### config.mk
export PLATFORM = sky130hd
export DESIGN_NAME = rv32i_mul_seq
export DESIGN_NICKNAME = d
export VERILOG_FILES = /design/src/rtl/rv32i_mul_seq.sv
export SDC_FILE = /design/constraint.sdc
export NUM_CORES = 1
export LEC_CHECK = 0
export CORE_UTILIZATION = 34
export CTS_CLUSTER_SIZE = 8
export DETAILED_ROUTE_END_ITERATION = 10
export HOLD_SLACK_MARGIN = 0.03
export PLACE_DENSITY = 0.65
export SLEW_MARGIN = 20
export SYNTH_ARGS = -nofsm -noshare
export SYNTH_HDL_FRONTEND = slang
export SYNTH_SLANG_ARGS = --single-unit
### constraint.sdc
create_clock -name clk -period 6.1 [get_ports clk]
set_input_delay 1.22 -clock clk [delete_from_list [all_inputs] [get_ports clk]]
set_output_delay 1.22 -clock clk [all_outputs]
set_load 0.005 [all_outputs]
### src/rtl/rv32i_mul_seq.sv
// Sequential shift-add multiplier for the EX stage (MUL / RSQR).
// Retires BITS_PER_CYCLE multiplier bits per cycle; low 32 bits only.
module rv32i_mul_seq #(
  parameter int BITS_PER_CYCLE = 2
) (
  input  logic        clk,
  input  logic        rst_n,
  input  logic        start,
  input  logic        op_sqr,
  input  logic [31:0] rs1,
  input  logic [31:0] rs2,
  input  logic        flush,
  output logic        stall,
  output logic        busy,
  output logic        done,
  output logic [31:0] result
);

  localparam int N = 32 / BITS_PER_CYCLE;
  localparam logic [5:0] N_LD = 6'(N);

  typedef enum logic [1:0] {
    IDLE,
    RUN,
    DONE
  } state_t;

  state_t      state_q;
  state_t      state_d;
  logic [31:0] mcand_q;
  logic [31:0] mplier_q;
  logic [31:0] acc_q;
  logic [31:0] res_q;
  logic [31:0] part;
  logic [31:0] acc_nxt;
  logic [5:0]  cnt_q;
  logic        accept;
  logic        last;

  assign accept = start & ~flush;
  assign last   = (cnt_q == 6'd1);

  // mcand_q is pre-shifted each cycle, so bit k of
  // the multiplier always weighs mcand_q << k.
  always_comb begin
    part = '0;
    for (int k = 0; k < BITS_PER_CYCLE; k++) begin
      if (mplier_q[k]) begin
        part = part + (mcand_q << k);
      end
    end
  end

  assign acc_nxt = acc_q + part;

  always_comb begin
    state_d = state_q;
    stall   = 1'b0;
    unique case (state_q)
      IDLE: begin
        stall = accept;
        if (accept) state_d = RUN;
      end
      RUN: begin
        stall = ~flush;
        if (flush)     state_d = IDLE;
        else if (last) state_d = DONE;
      end
      DONE: begin
        state_d = IDLE;
      end
      default: begin
        state_d = IDLE;
      end
    endcase
  end

  always_ff @(posedge clk or negedge rst_n) begin
    if (!rst_n) begin
      state_q <= IDLE;
    end else begin
      state_q <= state_d;
    end
  end

  always_ff @(posedge clk or negedge rst_n) begin
    if (!rst_n) begin
      mcand_q  <= '0;
      mplier_q <= '0;
      acc_q    <= '0;
      res_q    <= '0;
      cnt_q    <= '0;
    end else if (state_q == IDLE) begin
      if (accept) begin
        mcand_q  <= rs1;
        mplier_q <= op_sqr ? rs1 : rs2;
        acc_q    <= '0;
        cnt_q    <= N_LD;
      end
    end else if (state_q == RUN && !flush) begin
      acc_q    <= acc_nxt;
      mcand_q  <= mcand_q << BITS_PER_CYCLE;
      mplier_q <= mplier_q >> BITS_PER_CYCLE;
      cnt_q    <= cnt_q - 6'd1;
      if (last) res_q <= acc_nxt;
    end
  end

  assign busy   = (state_q == RUN);
  assign done   = (state_q == DONE);
  assign result = res_q;

endmodule

==> results of run 1 <==
==> sequential cells by signal, indices dropped and copies added (netlist names) <==
signal    flops
state_q       2
result       32
mplier_q     32
cnt_q         6
mcand_q      32
acc_q        32
==> layer usage <==
layer,share of wire,track usage
met3,0.043,0.0243
met2,0.44,0.271
met4,0.011,0.0473
met5,0,0
met1,0.51,0.258
==> cell families after synthesis <==
logic type / after synthesis
flip-flops: 136
AND/OR/NAND/NOR: 442
AO/OA/AOI/OAI: 336
XOR/XNOR: 64
adder cells (fa/ha/maj): 57
multiplexers: 57
buffers and inverters: 107
==> synth_stat cells (5+ instances only) <==
library cell  instances
nand2_1             221
dfrtp_1             136
nor2_1              100
a21oi_1              93
clkbuf_1             64
o21ai_0              64
ha_1                 53
a31oi_1              36
mux2i_1              35
xnor2_1              35
a22o_1               34
xor2_1               29
nand3_1              28
and2_1               24
inv_1                23
mux2_2               21
a21o_1               18
nor3_1               15
buf_1                11
o211ai_1             10
nand4_1               9
a211oi_1              7
buf_2                 7
nand2b_1              7
o21a_1                7
o22ai_1               7
and3_1                6
nor2b_1               6
o21bai_1              6
a31o_2                5
a41oi_1               5
o31ai_1               5
==> area by class of cell <==
type / instances / area (µm²)
Fill cell: 2792 / 16400
Multi-Input combinational cell: 956 / 6060
Sequential cell: 136 / 3400
Timing Repair Buffer: 119 / 1150
Tap cell: 378 / 473
Clock buffer: 21 / 450
Clock inverter: 11 / 148
Inverter: 24 / 90.1
==> path summary, 6_finish.rpt <==
path | start | endpoint | slack [ps] | cells past startpoint
min | result[19]$_DFFE_PN0P_ | result[19]$_DFFE_PN0P_ | 470 | 2
min in group asynchronous | rst_n | mcand_q[30]$_DFFE_PN0P_ | 800 | 1
max reg2reg | mcand_q[1]$_DFFE_PN0P_ | result[30]$_DFFE_PN0P_ | 480 | 21
min reg2reg | result[19]$_DFFE_PN0P_ | result[19]$_DFFE_PN0P_ | 470 | 2
max in group asynchronous | rst_n | mplier_q[12]$_DFFE_PN0P_ | 4010 | 2
max | mcand_q[1]$_DFFE_PN0P_ | result[30]$_DFFE_PN0P_ | 480 | 21
==> per-stage QoR <==
step | instance area, µm² | hold WS, ps
floorplan | 9860 | 450
global placement | 11200 | 459
detailed placement | 11200 | 462
CTS | 11800 | 478
global route | 11800 | 486
finish | 11800 | 470
==> where the power goes <==
part	leakage (nW)	switching (W)	internal, W	total (W)
logic	3.33	0.00229	0.00176	0.00404
clock network	0.280	0.000410	0.000654	0.00106
registers	1.72	0.000344	0.00120	0.00154
total	5.32	0.00304	0.00361	0.00665
==> worst min-delay path, delay by kind of cell (launching register included) <==
kind / cells / cell delay (ps)
and+or+nand+nor: 2 / 100
DFF: 1 / 340
==> flow_summary.json, run 1 <==
{
  "slowest_stage": "a2111oi_0",
  "postCtsSetupBuffers": 0,
  "fp.dieW_um": 172,
  "yosys_warnings": 0,
  "synth.yosys.seq_area_share": 0.345,
  "grt_pass1_vias": 8251,
  "floorplan.initialDensity": 0.350,
  "die_area_um2": 29700,
  "cp-start-kind": "flop",
  "crit_fanout": 7,
  "post-route-util": 0.418,
  "ctsLongestPathBuffers": 2,
  "muxShareOfSynthArea": 0.0611,
  "cts_buffers": 17,
  "placed_cells": 1613,
  "leakagePower_nw": 5.32,
  "finalSetupTns_ps": 0,
  "final_common_cell": "nand2_1",
  "wl_mm": 25.2,
  "synth.area.top_cells": "dfrtp_1, nand2_1, ha_1",
  "cp_top_family": "compound AO/OA/AOI/OAI gates",
  "synth_top_area_cell": "dfrtp_1",
  "synth_fp_nets": 1323,
  "grt_pass1_wl_mm": 41.7,
  "antenna_found_initial": 0,
  "htree_levels": 4,
  "final_nets": 1378,
  "drive_gt1_frac": 0.0695,
  "grt.total_usage": 0.176,
  "synthAdderAreaFrac": 0.0734,
  "slew_viol_final": 0,
  "power_density_nw_per_um2": 565,
  "antenna_cells": 0,
  "hpwl_mm": 18.3,
  "p_total_w": 0.00665,
  "synth_compound_area_frac": 0.224,
  "drv_cap": 0,
  "fin_crit_sh": 0.921,
  "hold_class": "flop to flop",
  "final_cell_mix": "nand2_1, dfrtp_1, clkdlybuf4s50_1",
  "syn2layout_area_growth_pct": 19.4,
  "ir_drop_uv": 199,
  "syn_area_per_cell_um2": 8.22,
  "syn-cell-area_um2": 9860,
  "instances_no_fill": 1645,
  "place_congestion": 0.849,
  "place_ws_ps": 538,
  "synth.distinct_cells": 72,
  "yosys.area.top_type_share": 0.345,
  "timing_hold_violations_final": 0,
  "synth-simple-area-share": 0.197,
  "fmax_ghz": 0.178,
  "clkLatencyLatePin_ps": 430,
  "vias_per_cell": 5.26,
  "vias": 8657,
  "cp_cell_sequence": "and2_1, ha_1, fa_1, o211ai_1, a41oi_2, o21bai_1, nand2_1, a21oi_1, a21oi_1, nand2_1, xor2_1, ha_1, and3_1, and3_1, a221o_1, nand4_1, a2111oi_0, o41ai_2, o21ai_0, xor2_1, mux2_2",
  "timing.slew.headroom": 0.310,
  "dr.first_iter.drc_count": 495,
  "cts_root_buffer": "clkbuf_16",
  "overflow": 0,
  "cp.required_ps": 6410,
  "finClkSkew_ps": 10.7,
  "run_status": "finished clean",
  "wire_per_inst_um": 15.3,
  "slowest_delay_ps": 940,
  "setup_viol": 0,
  "synth_ff_type": "dfrtp_1",
  "worstMarginPinSlew_ps": 1010,
  "core_area_um2": 28200,
  "drt_first_pass_iters": 5,
  "arrival_ps": 5930,
  "cts_resized": 0,
  "post_cts_hold_buffer_count": 0,
  "synth_xor_area_frac": 0.0569,
  "synth_edf_count": 0,
  "syn_inst": 1199,
  "clk_pin_slew_ps": 60,
  "critPathKind": "flop to flop",
  "async_flop_share": 1.00,
  "grt_start_max_net_pins": 86,
  "final.min_clock_period_ps": 5620,
  "antenna_left": 0,
  "ios": 104,
  "synth_top_family_by_area": "compound AO/OA/AOI/OAI gates",
  "ys_ff_latch": 136,
  "critPathBufInv": 0,
  "setup_ws_ps": 482,
  "rsz0062_at_grt": "no",
  "drc": 0,
  "cts_tree": "done",
  "port_buffers": 103,
  "clock-sinks": 136,
  "rows": 61,
  "endpoint_kind": "flop",
  "die_h_um": 172
}
No activity file was read; power rests on OpenSTA's default activity.
==> run 2: changes to the inputs <==
--- a/config.mk
+++ b/config.mk
@@ -6,6 +6,7 @@
 export NUM_CORES = 1
 export LEC_CHECK = 0
 export CORE_UTILIZATION = 34
+export CTS_BUF_LIST = sky130_fd_sc_hd__clkbuf_8 sky130_fd_sc_hd__clkbuf_16
 export CTS_CLUSTER_SIZE = 8
 export DETAILED_ROUTE_END_ITERATION = 10
 export HOLD_SLACK_MARGIN = 0.03
==> flow_summary.json, run 2 (synthesized netlist as in run 1, its figures left out) <==
{
  "run_status": "finished clean",
  "wl_met2_mm": 11.1,
  "setup_viol": 0,
  "final_cell_mix": "nand2_1, dfrtp_1, clkdlybuf4s50_1",
  "wirelength_met1_mm": 12.7,
  "rows": 61,
  "top_layer_used": "met4",
  "ir_drop_uv": 197,
  "critPathKind": "flop to flop",
  "crit_fanout": 7,
  "drc": 0,
  "grt_pass1_vias": 8251,
  "dr.first_iter.drc_count": 500,
  "pwr-share-comb": 0.608,
  "slew_viol_final": 0,
  "clk_pin_slew_ps": 60,
  "drt_first_pass_iters": 5,
  "fin_crit_sh": 0.922,
  "cp.required_ps": 6410,
  "antenna_cells": 0,
  "grt.total_usage": 0.176,
  "clock-sinks": 136,
  "arrival_ps": 5930,
  "endpoint_kind": "flop",
  "vias_per_cell": 5.29,
  "place_congestion": 0.849,
  "die_h_um": 172,
  "cts_tree": "done",
  "p_int_w": 0.00361,
  "antenna_left": 0,
  "p_clk_frac": 0.159,
  "die_area_um2": 29700,
  "antenna_found_initial": 0,
  "final_common_cell": "nand2_1",
  "seqPwrFrac": 0.232,
  "final.min_clock_period_ps": 5630,
  "cp-start-kind": "flop",
  "drv_cap": 0,
  "finClkSkew_ps": 11.4,
  "wire_per_inst_um": 15.3,
  "floorplan.initialDensity": 0.350,
  "ios": 104,
  "power_density_nw_per_um2": 564,
  "leakagePower_nw": 5.34,
  "postCtsSetupBuffers": 0,
  "finalSetupTns_ps": 0,
  "drive_gt1_frac": 0.0695,
  "overflow": 0,
  "timing.slew.headroom": 0.312,
  "fmax_ghz": 0.178,
  "ctsLongestPathBuffers": 2,
  "final_nets": 1378,
  "p_total_w": 0.00664,
  "sw_frac_of_total": 0.457,
  "hold_class": "flop to flop",
  "grt_start_max_net_pins": 86,
  "cts_buffers": 17,
  "wl_mm": 25.2,
  "rsz0062_at_grt": "no",
  "n_fill_cell": 2792,
  "p_switching_w": 0.00303,
  "timing_hold_violations_final": 0,
  "hpwl_mm": 18.3,
  "syn2layout_area_growth_pct": 19.4,
  "core_area_um2": 28200,
  "htree_levels": 4,
  "clkLatencyLatePin_ps": 420,
  "grt_pass1_wl_mm": 41.7,
  "cts_root_buffer": "clkbuf_16",
  "vias": 8696,
  "fp.dieW_um": 172,
  "port_buffers": 103,
  "worstMarginPinSlew_ps": 1010,
  "met3_length_mm": 1.13
}
==> run 2: path summary, 6_finish.rpt <==
kind | startpoint | to | slack [ps] | cells past startpoint
worst min-delay path | result[19]$_DFFE_PN0P_ | result[19]$_DFFE_PN0P_ | 470 | 2
worst max-delay path | mcand_q[1]$_DFFE_PN0P_ | result[30]$_DFFE_PN0P_ | 470 | 21
max in group asynchronous | rst_n | mplier_q[11]$_DFFE_PN0P_ | 4020 | 2
worst min register to register | result[19]$_DFFE_PN0P_ | result[19]$_DFFE_PN0P_ | 470 | 2
min in group asynchronous | rst_n | mcand_q[30]$_DFFE_PN0P_ | 800 | 1
worst max register to register | mcand_q[1]$_DFFE_PN0P_ | result[30]$_DFFE_PN0P_ | 470 | 21
==> run 2: cell type report <==
type	count	area [µm²]	share of cell area
Multi-Input combinational cell	956	6060	0.515
Timing Repair Buffer	119	1150	0.0975
Sequential cell	136	3400	0.289
Inverter	24	90.1	0.00765
Tap cell	378	473	0.0402
Clock inverter	14	159	0.0135
Clock buffer	18	439	0.0373
==> run 2: routing by layer <==
layer	GRT usage	vias to the layer above
met2	0.271	202
met3	0.0243	18
met4	0.0473	0
met5	0	-
met1	0.258	4090
li1	-	4386
==> run 2: metrics by stage <==
step / util / cell area [µm²] / instances / setup WS, ps / hold WS (ps)
global placement: 0.396 / 11200 / 1613 / 747 / 459
floorplan: - / 9860 / 1199 / 272 / 450
detailed placement: 0.396 / 11200 / 1613 / 538 / 462
global route: 0.418 / 11800 / 1645 / 135 / 486
CTS: 0.418 / 11800 / 1645 / 506 / 478
finish: 0.418 / 11800 / 1645 / 474 / 469
==> run 2: repair_timing <==
item / CTS / global route
gates resized for setup: 0 / 1
hold buffers: 0 / 0
endpoints found under the setup margin: 0 / 1
==> run 2: critical path: stages, from the launching register on <==
cell       delay [ps]
dfrtp_1           450
and2_1            210
ha_1              220
fa_1              490
o211ai_1          230
a41oi_2           200
o21bai_1          230
nand2_1           110
a21oi_1            80
a21oi_1           160
nand2_1            80
xor2_1            190
ha_1              330
and3_1            210
and3_1            200
a221o_1           230
nand4_1           160
a2111oi_0         940
o41ai_2           180
o21ai_0           240
xor2_1            120
mux2_2            270
==> run 2: power by group through the flow <==
stage	combinational, W	sequential [W]	clock (W)
after global routing	0.00453	0.00160	0.00111
after CTS	0.00404	0.00154	0.00107
after floorplan	0.00319	0.00138	0
after detailed placement	0.00402	0.00155	0
after global placement	0.00399	0.00155	0
final	0.00404	0.00154	0.00106
